<file path="config.mk">
export PLATFORM = sky130hd
export DESIGN_NAME = branch_resolve_bht
export DESIGN_NICKNAME = d
export VERILOG_FILES = /design/src/rtl/branch_resolve_bht.sv
export SDC_FILE = /design/constraint.sdc
export NUM_CORES = 1
export LEC_CHECK = 0
export ABC_AREA = 0
export CAP_MARGIN = 20
export CORE_MARGIN = 2
export CORE_UTILIZATION = 60
export CTS_CLUSTER_SIZE = 40
export DETAILED_ROUTE_END_ITERATION = 12
export DONT_BUFFER_PORTS = 1
export PLACE_DENSITY_LB_ADDON = 0.2
export SYNTH_ARGS = -nofsm -noshare
export SYNTH_HDL_FRONTEND = slang
export SYNTH_SLANG_ARGS = --single-unit
</file>
<file path="constraint.sdc">
create_clock -name clk -period 4.05 [get_ports clk]
set_input_delay 0.405 -clock clk [delete_from_list [all_inputs] [get_ports clk]]
set_output_delay 0.405 -clock clk [all_outputs]
set_load 0.02 [all_outputs]
</file>
<file path="src/rtl/branch_resolve_bht.sv">
// Execute-stage branch resolver with a 2-bit-counter BHT for fetch prediction.
// Optional BR_PERF_CNT_EN adds branch/mispredict event counters.
`ifndef RF_XLEN
`define RF_XLEN 32
`endif
`ifndef BR_OPSLEN
`define BR_OPSLEN 3
`endif
`ifndef BR_OPS_EQ
`define BR_OPS_EQ     3'd0
`define BR_OPS_NE     3'd1
`define BR_OPS_LT     3'd2
`define BR_OPS_GE     3'd3
`define BR_OPS_LTU    3'd4
`define BR_OPS_GEU    3'd5
`define BR_OPS_UNCOND 3'd6
`endif

module branch_resolve_bht #(
  parameter int XLEN        = `RF_XLEN,
  parameter int BHT_ENTRIES = 64,
  localparam int IDX_W      = $clog2(BHT_ENTRIES)
) (
  input  logic                  clk,
  input  logic                  rst,
  input  logic [XLEN-1:0]       pred_pc,
  output logic                  pred_taken,
  input  logic                  res_valid,
  input  logic [XLEN-1:0]       res_pc,
  input  logic [`BR_OPSLEN-1:0] res_br_op,
  input  logic [XLEN-1:0]       res_a,
  input  logic [XLEN-1:0]       res_b,
  input  logic [XLEN-1:0]       res_target,
  input  logic                  res_pred_taken,
  input  logic                  flush,
`ifdef BR_PERF_CNT_EN
  output logic [31:0]           perf_branches,
  output logic [31:0]           perf_mispredicts,
`endif
  output logic                  out_valid,
  output logic                  out_taken,
  output logic                  out_mispredict,
  output logic [XLEN-1:0]       out_redirect_pc
);

  typedef struct packed {
    logic            vld;
    logic            taken;
    logic            mispredict;
    logic [XLEN-1:0] redirect;
  } res_t;

  res_t             res_d, res_q;
  logic [1:0]       bht_q [BHT_ENTRIES];
  logic [IDX_W-1:0] pred_idx, res_idx;
  logic             accept, taken, cond_op, upd;
  logic [1:0]       cnt, cnt_d;
  logic             unused_pc_bits;

  assign pred_idx       = pred_pc[IDX_W+1:2];
  assign res_idx        = res_pc[IDX_W+1:2];
  assign unused_pc_bits = ^{pred_pc[XLEN-1:IDX_W+2], pred_pc[1:0]};

  // Read-before-write: prediction always reflects the registered table.
  assign pred_taken = bht_q[pred_idx][1];

  always_comb begin
    taken   = 1'b0;
    cond_op = 1'b1;
    case (res_br_op)
      `BR_OPS_EQ:     taken = (res_a == res_b);
      `BR_OPS_NE:     taken = (res_a != res_b);
      `BR_OPS_LT:     taken = ($signed(res_a) <  $signed(res_b));
      `BR_OPS_GE:     taken = ($signed(res_a) >= $signed(res_b));
      `BR_OPS_LTU:    taken = (res_a <  res_b);
      `BR_OPS_GEU:    taken = (res_a >= res_b);
      `BR_OPS_UNCOND: begin taken = 1'b1; cond_op = 1'b0; end
      default:        cond_op = 1'b0;
    endcase
  end

  assign accept = res_valid & ~flush;
  assign upd    = accept & cond_op;
  assign cnt    = bht_q[res_idx];

  always_comb begin
    cnt_d = cnt;
    if (taken && cnt != 2'b11)       cnt_d = cnt + 2'd1;
    else if (!taken && cnt != 2'b00) cnt_d = cnt - 2'd1;
  end

  always_comb begin
    res_d = '0;
    if (accept) begin
      res_d.vld        = 1'b1;
      res_d.taken      = taken;
      res_d.mispredict = taken ^ res_pred_taken;
      res_d.redirect   = taken ? res_target : res_pc + XLEN'(4);
    end
  end

  always_ff @(posedge clk) begin
    if (rst) begin
      res_q <= '0;
      for (int i = 0; i < BHT_ENTRIES; i++) bht_q[i] <= 2'b01;
    end else begin
      res_q <= res_d;
      if (upd) bht_q[res_idx] <= cnt_d;
    end
  end

  assign out_valid       = res_q.vld;
  assign out_taken       = res_q.taken;
  assign out_mispredict  = res_q.mispredict;
  assign out_redirect_pc = res_q.redirect;

`ifdef BR_PERF_CNT_EN
  logic [31:0] perf_br_q, perf_mp_q;

  always_ff @(posedge clk) begin
    if (rst) begin
      perf_br_q <= '0;
      perf_mp_q <= '0;
    end else if (accept) begin
      perf_br_q <= perf_br_q + 32'd1;
      if (res_d.mispredict) perf_mp_q <= perf_mp_q + 32'd1;
    end
  end

  assign perf_branches    = perf_br_q;
  assign perf_mispredicts = perf_mp_q;
`endif

endmodule

</file>
==> flow_summary_export.csv, run 1 <==
group,metric,value,unit
run_status,status,"finished, final reports clean",
setup_path,path_buf_inv,3,
timing,setup_ws,0.501,ns
placed_design,place_ws,0.158,ns
setup_path,required,4.21,ns
drt,drt-wirelength-per-cell,26.3,um
floorplanning,dieArea,18000,um2
placed_design,hpwlAfterDp,19800,um
final_layout,syn_to_final_growth,8.22,%
pwr,clkPwrFrac,37.5,%
floorplanning,core,16600,um2
floorplanning,fp.dieW,134,um
timing,skew,0.00922,ns
clock_tree,cts_tree,"yes",
floorplanning,ios,204,
setup_path,r2r_slack,0.58,ns
clock_tree,post_cts_buffers,0,
pwr,ir_worst_vdd,0.000343,V
timing,setup_viol,0,
clock_tree,clkSinkCount,163,
final_layout,fin_area,11000,um2
synth,synth_ff_type,"edfxtp_1",
timing,setup_tns,0,ns
pwr,power_density,402,nW/um2
clock_tree,cts_buffers,17,
synth,synth_fp_nets,1121,
global_route,grt_pass1_wl,44500,um
hold_path,hold_path.class,"input port to flip-flop",
global_route,grt_max_degree,66,
synth,synth.cell_area,10200,um2
clock_tree,cts.reportedPaths.clkPinSlew,0.06,ns
placed_design,numPortBuffers,0,
clock_tree,post_cts_resized,0,
timing,fin_crit_sh,87.6,%
floorplanning,num_rows,47,
setup_path,critPathArrivalTime,3.71,ns
drt,via_per_inst,7.22,
clock_tree,cts-root-buf,"clkbuf_16",
timing,timing.fmax,0.282,GHz
synth,synth_top_cell_by_area,"edfxtp_1",
setup_path,crit_path_end_kind,"flip-flop",
timing,hold_ws,0.0713,ns
final_layout,drive_above_1_share,21.5,%
setup_path,path_class,"input port to flip-flop",
setup_path,cp-start-kind,"input port",
global_route,grt_pass1_vias,8004,
timing,timing_worst_slew_pin_value,1.02,ns
final_layout,mostFrequentLayoutCells,"edfxtp_1 (128), nor2_1 (73), nor4_2 (55)",
clock_tree,clockBufferDepth,2,
setup_path,critPathMaxFanout,24,
setup_path,cp_slowest_stage_delay,0.54,ns
final_layout,regArea,4540,um2
synth,synth.distinct_cells,65,
pwr,p_sw,1.30,mW
floorplanning,die_h,134,um
synth,syn_avg_cell_area,11.1,um2
synth,yosys_register_bits,163,
synth,ys_warn_count,0,
pwr,p_int,3.13,mW
pwr,switching_share,29.4,%
synth,async_flop_share,0,%
global_route,track_usage,32.6,%
synth,synth_top_area_share,37.7,%
global_route,grt_antenna_before_repair,1,
setup_path,cp_common_cell,"inv_1",
drt,drt_iter0_drc,872,
synth,synth-seq-area-share,44.6,%
run,maxCapViolations,0,
pwr,power_frac_comb,20.0,%
final_layout,fill_cells,1239,
clock_tree,hold_buffers,0,
final_layout,final_nets,1087,
drt,vias,8077,
setup_path,path_delay_family,"simple AND/OR/NAND/NOR gates",
placed_design,place_area,10400,um2
pwr,power_leakage,3.71,nW
timing,grt_setup_unrepaired,"false",
timing,slew_headroom,31.9,%
floorplanning,start_util,61.4,%
final_layout,final_common_cell,"edfxtp_1",
drt,ant_nets,0,
drt,drt-total-wl,29400,um
global_route,overflow,0,
synth,synth_cells,918,
synth,synthTopCellsByArea,"edfxtp_1 (38%), dfxtp_1 (6.9%), nor4_2 (6.8%)",
pwr,pwr-share-seq,42.5,%
clock_tree,htreeDepth,4,
timing,finalMaxSlewViolations,0,
setup_path,crit_chain,"and3b_1 > a22o_1 > a221oi_1 > a31oi_1 > or4_1 > nor2_1 > inv_1 > ha_1 > inv_1 > nor4_2 > nor3_4 > buf_4 > o21ai_0",
synth,synth-edff-count,128,
clock_tree,clock_latency,0.44,ns
setup_path,crit_slowest_cell,"or4_1",
final_layout,multi_input_area,5010,um2
timing,layout_min_cycle_time,3.55,ns
placed_design,finalWeightedCongestion,0.944,
drt,route.detailed.drc,0,
timing,hold_viol_final,0,
drt,dr.pass1.iters,6,
cell type report:
class                      count  area share [%]
inverter                      38            1.29
tap                          220            2.50
antenna                        1          0.0227
multi-input combinational    625            45.5
sequential                   163            41.2
timing repair buffer          39            4.02
clock buffer                  22            4.61
clock inverter                10           0.851
metrics by stage:
step	std cells	util [%]	total power, mW
finish	1118	66.5	4.43
global route	1118	66.5	4.54
CTS	1117	66.5	4.40
detailed placement	1085	62.8	2.78
global placement	1084	62.8	2.76
floorplan	918	-	2.56
final timing paths:
path / start / to / cells after the start
worst max register to register: bht_q[3][0]$_SDFFCE_PN1P_ / bht_q[52][0]$_SDFFCE_PN1P_ / 12
worst min register to register: bht_q[20][1]$_SDFFCE_PN0P_ / bht_q[22][1]$_SDFFCE_PN0P_ / 7
worst min-delay path: res_pc[2] / out_redirect_pc[2]$_SDFF_PP0_ / 1
worst max-delay path: res_pc[2] / bht_q[52][0]$_SDFFCE_PN1P_ / 13
per-layer routing:
metal / track usage [%] / vias to the layer above / wire length, um
met1: 40.1 / 3887 / 10300
met4: 14.6 / 0 / 1310
li1: - / 3480 / -
met3: 9.03 / 105 / 3720
met5: 0 / - / 0
met2: 53.9 / 605 / 14100
state kept, by name (all words and copies together), names as in the netlist:
signal,cells
out_redirect_pc,32
out_taken,1
out_mispredict,1
out_valid,1
bht_q,128
synthesized netlist by cell type (3+ instances only):
master / instances
buf_6: 17
xor2_1: 16
a31oi_1: 16
and2_1: 8
clkbuf_1: 48
nand2b_1: 5
a221oi_1: 15
o21ai_1: 4
a211oi_1: 30
nand4_1: 7
nor4_2: 55
inv_1: 38
xnor2_1: 13
a21oi_1: 16
mux4_2: 21
o21a_1: 4
nand2_1: 41
dfxtp_1: 35
o21bai_1: 14
ha_1: 35
or2_2: 23
nor4_1: 5
o211ai_1: 40
nor3b_2: 4
nor3_1: 7
a22oi_1: 34
nor2_1: 73
and3_1: 12
nor3_2: 6
o21ai_0: 22
a21o_1: 31
nand3_1: 15
and4_1: 4
buf_1: 9
mux2i_1: 3
a22o_1: 15
edfxtp_1: 128
buf_2: 16
power by group through the flow:
stage | sequential, mW | combinational, mW | clock, mW
floorplan | 1.91 | 0.656 | 0
global placement | 1.91 | 0.841 | 0
detailed placement | 1.92 | 0.864 | 0
CTS | 1.88 | 0.869 | 1.65
global route | 1.88 | 0.935 | 1.72
finish | 1.88 | 0.885 | 1.66
cells by family after synthesis:
logic type	synth area share [%]
buf+inv	6.31
flops	44.6
compound gates	18.1
simple gates	19.1
fa+ha+maj	4.30
mux	5.05
xor+xnor	2.49
Note: power is estimated with default switching activity, not from simulation.
==> run 2: changes to the inputs <==
--- a/config.mk
+++ b/config.mk
@@ -7,6 +7,7 @@
 export LEC_CHECK = 0
 export ABC_AREA = 0
 export CAP_MARGIN = 20
+export CORE_ASPECT_RATIO = 0.5
 export CORE_MARGIN = 2
 export CORE_UTILIZATION = 60
 export CTS_CLUSTER_SIZE = 40
==> run 2 against run 1 <==
Effect of this change:
- sequential cell count unchanged
- clock skew up 0.0086 ns
- first-iteration DRC count down 1.9%
- setup slack better by 0.046 ns
- count of clock-buffer cells in the layout down 5
- critical path depth unchanged
- register-to-register slack better by 0.12 ns
- core utilization up 0.65 points
- cell count up 1.2%
- clock power about the same
- via count down 0.15%
- die area up 0.36%
- largest power group unchanged
==> flow_summary_export.csv, run 2 (same netlist as run 1, synthesis figures left out) <==
group,metric,value,unit
final_layout,top_register,"bht_q",
placed_design,numPortBuffers,0,
final_layout,multi_input_area,5010,um2
final_layout,regArea,4540,um2
placed_design,place_ws,0.167,ns
floorplanning,dieArea,18100,um2
drt,via_per_inst,7.13,
clock_tree,post_cts_buffers,0,
global_route,grt_max_degree,66,
setup_path,crit_path_end_kind,"flip-flop",
timing,setup_ws,0.547,ns
clock_tree,cts_tree,"yes",
drt,ant_nets,0,
drt,vias,8065,
global_route,track_usage,32.7,%
hold_path,hold_path.class,"input port to flip-flop",
final_layout,syn_to_final_growth,8.56,%
final_layout,drive_above_1_share,22.5,%
pwr,power,4.45,mW
final_layout,final_nets,1093,
final_layout,final_common_cell,"edfxtp_1",
clock_tree,clkSinkCount,163,
timing,timing.fmax,0.286,GHz
global_route,grt_antenna_before_repair,0,
run,maxCapViolations,0,
timing,timing_worst_slew_pin_value,0.957,ns
timing,finalMaxSlewViolations,0,
setup_path,critPathMaxFanout,64,
pwr,ir_worst_vdd,0.000291,V
timing,setup_viol,0,
timing,layout_min_cycle_time,3.50,ns
floorplanning,num_rows,33,
floorplanning,start_util,61.8,%
timing,grt_setup_unrepaired,"false",
clock_tree,hold_buffers,0,
drt,wl_met3,3690,um
timing,setup_tns,0,ns
drt,dr.pass1.iters,5,
global_route,grt_pass1_vias,7782,
clock_tree,cts.reportedPaths.clkPinSlew,0.07,ns
floorplanning,core,16500,um2
floorplanning,die_h,96.1,um
setup_path,cp-start-kind,"input port",
drt,route.detailed.drc,0,
drt,met1_length,10800,um
clock_tree,cts-root-buf,"clkbuf_16",
pwr,power_leakage,3.72,nW
timing,skew,0.0178,ns
floorplanning,fp.dieW,188,um
setup_path,critPathArrivalTime,3.64,ns
floorplanning,ios,204,
drt,drt-wirelength-per-cell,25.9,um
clock_tree,htreeDepth,4,
drt,top_layer,"met4",
final_layout,fill_cells,1221,
setup_path,path_class,"input port to flip-flop",
run_status,status,"finished, final reports clean",
timing,hold_viol_final,0,
clock_tree,cts_buffers,17,
clock_tree,post_cts_resized,0,
global_route,overflow,0,
drt,wl_met2,13600,um
placed_design,finalWeightedCongestion,0.893,
clock_tree,clockBufferDepth,2,
global_route,grt_pass1_wl,43900,um
drt,drt-total-wl,29300,um
final_layout,mostFrequentLayoutCells,"edfxtp_1 (128), nor2_1 (73), nor4_2 (55)",
clock_tree,clock_latency,0.44,ns
drt,drt_iter0_drc,855,
placed_design,hpwlAfterDp,20000,um
setup_path,required,4.19,ns
final_layout,largest_register_ffs,128,
timing,fin_crit_sh,86.5,%
pwr,power_density,402,nW/um2
timing,hold_ws,0.0998,ns
timing,slew_headroom,35.9,%
-- run 2: cell types whose count changed in the layout (fill, tap and decap cells not counted) --
cell / previous run / this run
buf_4: 27 / 34
inv_4: 2 / 0
inv_6: 3 / 6
clkbuf_1: 2 / 0
clkinv_4: 2 / 3
clkinv_2: 0 / 1
inv_1: 40 / 38
clkbuf_16: 20 / 17
clkinvlp_4: 0 / 2
inv_8: 0 / 1
buf_12: 12 / 11
bufinv_16: 1 / 2
-- run 2: path summary, 6_finish.rpt --
kind,slack [ns],start,cells past startpoint,to
worst max-delay path,0.55,res_pc[4],13,bht_q[30][0]$_SDFFCE_PN1P_
worst min-delay path,0.1,res_pc[2],1,out_redirect_pc[2]$_SDFF_PP0_
worst max register to register,0.70,bht_q[8][0]$_SDFFCE_PN1P_,13,bht_q[45][1]$_SDFFCE_PN0P_
worst min register to register,1.53,bht_q[57][0]$_SDFFCE_PN1P_,8,bht_q[22][0]$_SDFFCE_PN1P_
-- run 2: power breakdown --
group | switching [mW] | internal [mW]
clock | 0.738 | 0.926
combinational | 0.569 | 0.332
sequential | 0.0434 | 1.84
total | 1.35 | 3.10
-- run 2: stage by stage --
step / utilization [%] / instances / instance area [um2]
after global routing: 67.1 / 1130 / 11100
after detailed placement: 63.5 / 1098 / 10500
after CTS: 67.1 / 1130 / 11100
after floorplan: - / 918 / 10200
final: 67.1 / 1131 / 11100
after global placement: 63.5 / 1098 / 10500
-- run 2: metal layers --
layer / global-route usage [%] / vias to the layer above
li1: - / 3482
met1: 39.4 / 3890
met2: 54.2 / 579
met3: 11.5 / 114
met4: 14.2 / 0
met5: 0 / -
-- run 2: layout make-up --
cell class              instances  area share, %
inverters                      38           1.29
well taps                     227           2.57
repair buffers                 45           4.30
clock inverters                15           1.54
flip-flops and latches        163           41.1
multi-input cells             625           45.3
clock buffers                  17           3.85
diodes                          1         0.0226
-- run 2: worst max-delay path: stages --
cell and delay, ns:
and3b_1 0.77, a22o_1 0.27, a221oi_1 0.05, a31oi_1 0.34, or4_1 0.22, nor2_1 0.10, inv_1 0.06, ha_1 0.17
inv_1 0.08, nor4_2 0.43, o21a_2 0.24, buf_12 0.28, o211ai_1 0.14
==> run 3: changes to the inputs <==
--- a/config.mk
+++ b/config.mk
@@ -6,14 +6,15 @@
 export NUM_CORES = 1
 export LEC_CHECK = 0
 export ABC_AREA = 0
-export CAP_MARGIN = 20
+export CAP_MARGIN = 5
 export CORE_ASPECT_RATIO = 0.5
-export CORE_MARGIN = 2
+export CORE_MARGIN = 1
 export CORE_UTILIZATION = 60
 export CTS_CLUSTER_SIZE = 40
 export DETAILED_ROUTE_END_ITERATION = 12
 export DONT_BUFFER_PORTS = 1
 export PLACE_DENSITY_LB_ADDON = 0.2
+export SLEW_MARGIN = 25
 export SYNTH_ARGS = -nofsm -noshare
 export SYNTH_HDL_FRONTEND = slang
 export SYNTH_SLANG_ARGS = --single-unit
==> run 3 against run 2 <==
Effect of this change:
- cell count fell by 1.1%
- clock skew fell by 0.0069 ns
- clock power fell by 5%
- count of clock-buffer cells in the layout rose by 1
- register-to-register slack got worse by 0.06 ns
- first-iteration DRC count rose by 11%
- critical path type unchanged
- largest cell class unchanged
==> flow_summary_export.csv, run 3 (same netlist as run 1, synthesis figures left out) <==
group,metric,value,unit
clock_tree,clkSinkCount,163,
floorplanning,start_util,61.8,%
setup_path,crit_start,"res_pc[2]",
pwr,power,4.30,mW
hold_path,hold_path.class,"input port to flip-flop",
final_layout,largest_register_ffs,128,
drt,vias,8042,
drt,drt-wirelength-per-cell,26.3,um
placed_design,numPortBuffers,0,
final_layout,antenna_cells,0,
setup_path,endpoint,"bht_q[49][1]$_SDFFCE_PN0P_",
pwr,power_leakage,3.65,nW
drt,dr.pass1.iters,6,
global_route,grt_antenna_before_repair,0,
clock_tree,hold_buffers,0,
pwr,ir_worst_vdd,0.000283,V
final_layout,final_nets,1082,
floorplanning,core,16500,um2
run_status,status,"finished, final reports clean",
timing,setup_tns,0,ns
drt,ant_nets,0,
timing,timing_worst_slew_pin_value,1.10,ns
final_layout,drive_above_1_share,21.3,%
timing,layout_min_cycle_time,3.54,ns
clock_tree,cts.reportedPaths.clkPinSlew,0.07,ns
drt,drt-total-wl,29400,um
timing,hold_ws,0.128,ns
clock_tree,post_cts_buffers,0,
clock_tree,cts_buffers,17,
drt,met1_length,10800,um
clock_tree,clockBufferDepth,2,
run,maxCapViolations,0,
clock_tree,post_cts_resized,0,
setup_path,path_class,"input port to flip-flop",
final_layout,final_common_cell,"edfxtp_1",
final_layout,regArea,4540,um2
final_layout,mostFrequentLayoutCells,"edfxtp_1 (128), nor2_1 (73), nor4_2 (55)",
timing,setup_viol,0,
setup_path,r2r_slack,0.64,ns
floorplanning,dieArea,17500,um2
global_route,grt_pass1_vias,7599,
setup_path,worstReg2RegEnd,"bht_q[49][1]$_SDFFCE_PN0P_",
placed_design,hpwlAfterDp,19600,um
timing,slew_headroom,25.8,%
final_layout,multi_input_area,5010,um2
drt,top_layer,"met4",
floorplanning,num_rows,33,
clock_tree,cts_tree,"yes",
placed_design,place_area,10400,um2
setup_path,cp-start-kind,"input port",
timing,grt_setup_unrepaired,"false",
clock_tree,cts-root-buf,"clkbuf_16",
timing,skew,0.0109,ns
timing,fin_crit_sh,87.3,%
setup_path,required,4.28,ns
clock_tree,clock_latency,0.43,ns
floorplanning,fp.dieW,186,um
final_layout,syn_to_final_growth,7.31,%
final_layout,fin_area,10900,um2
setup_path,critPathMaxFanout,64,
global_route,grt_pass1_wl,43400,um
setup_path,crit_path_end_kind,"flip-flop",
drt,route.detailed.drc,0,
timing,timing.fmax,0.283,GHz
drt,drt_iter0_drc,949,
drt,via_per_inst,7.19,
clock_tree,htreeDepth,4,
timing,finalMaxSlewViolations,0,
final_layout,fill_cells,1234,
setup_path,critPathArrivalTime,3.77,ns
floorplanning,ios,204,
drt,wl_met2,13700,um
global_route,overflow,0,
floorplanning,die_h,94.1,um
setup_path,r2r_cells,11,
final_layout,top_register,"bht_q",
global_route,grt_max_degree,66,
drt,wl_met3,3890,um
setup_path,rr_startpoint,"bht_q[33][1]$_SDFFCE_PN0P_",
global_route,track_usage,33.9,%
placed_design,finalWeightedCongestion,0.885,
timing,hold_viol_final,0,
pwr,power_density,393,nW/um2
## run 3: how the worst min path moves through the flow
stage / from / endpoint / slack, ns / cells past startpoint
after global placement: res_pc[2] / out_redirect_pc[2]$_SDFF_PP0_ / 0.58 / 1
final: res_pc[2] / out_redirect_pc[2]$_SDFF_PP0_ / 0.13 / 1
after global routing: res_pc[2] / out_redirect_pc[2]$_SDFF_PP0_ / 0.12 / 1
after detailed placement: res_pc[2] / out_redirect_pc[2]$_SDFF_PP0_ / 0.56 / 1
after CTS: res_pc[2] / out_redirect_pc[2]$_SDFF_PP0_ / 0.13 / 1
after floorplan: res_target[0] / out_redirect_pc[0]$_SDFF_PP0_ / 0.55 / 2
## run 3: critical path, cell delays in order
cell,delay [ns]
and3b_1,0.36
buf_4,0.27
buf_4,0.17
a221oi_1,0.28
a31oi_1,0.16
or4_1,0.58
nor2_1,0.20
buf_4,0.17
ha_1,0.16
a31oi_1,0.09
o221a_4,0.30
buf_12,0.21
nor4_2,0.30
## run 3: report_power, final
group          total, mW  internal (mW)  leakage, nW  switching (mW)
Clock               1.57          0.820        0.276           0.748
Combinational      0.852          0.287         1.96           0.564
Sequential          1.88           1.84         1.41          0.0425
## run 3: layout make-up
| cell class | count | area share, % |
|---|---|---|
| inverter | 38 | 1.30 |
| sequential | 163 | 41.6 |
| clock inverter | 14 | 1.25 |
| timing repair buffer | 34 | 3.48 |
| tap | 227 | 2.60 |
| clock buffer | 18 | 3.93 |
| multi-input combinational | 625 | 45.9 |
## run 3: per-stage QoR
step | setup slack [ns] | util, % | instances
floorplan | 0.506 | - | 918
global placement | 0.246 | 62.9 | 1087
detailed placement | 0.100 | 62.9 | 1087
CTS | 0.542 | 66.4 | 1119
global route | 0.249 | 66.4 | 1119
finish | 0.514 | 66.4 | 1119
## run 3: metal layers
| metal | global-route usage (%) | vias to the layer above |
|---|---|---|
| met2 | 55.4 | 617 |
| li1 | - | 3464 |
| met1 | 44.1 | 3845 |
| met3 | 7.75 | 116 |
| met4 | 12.4 | 0 |
| met5 | 0 | - |
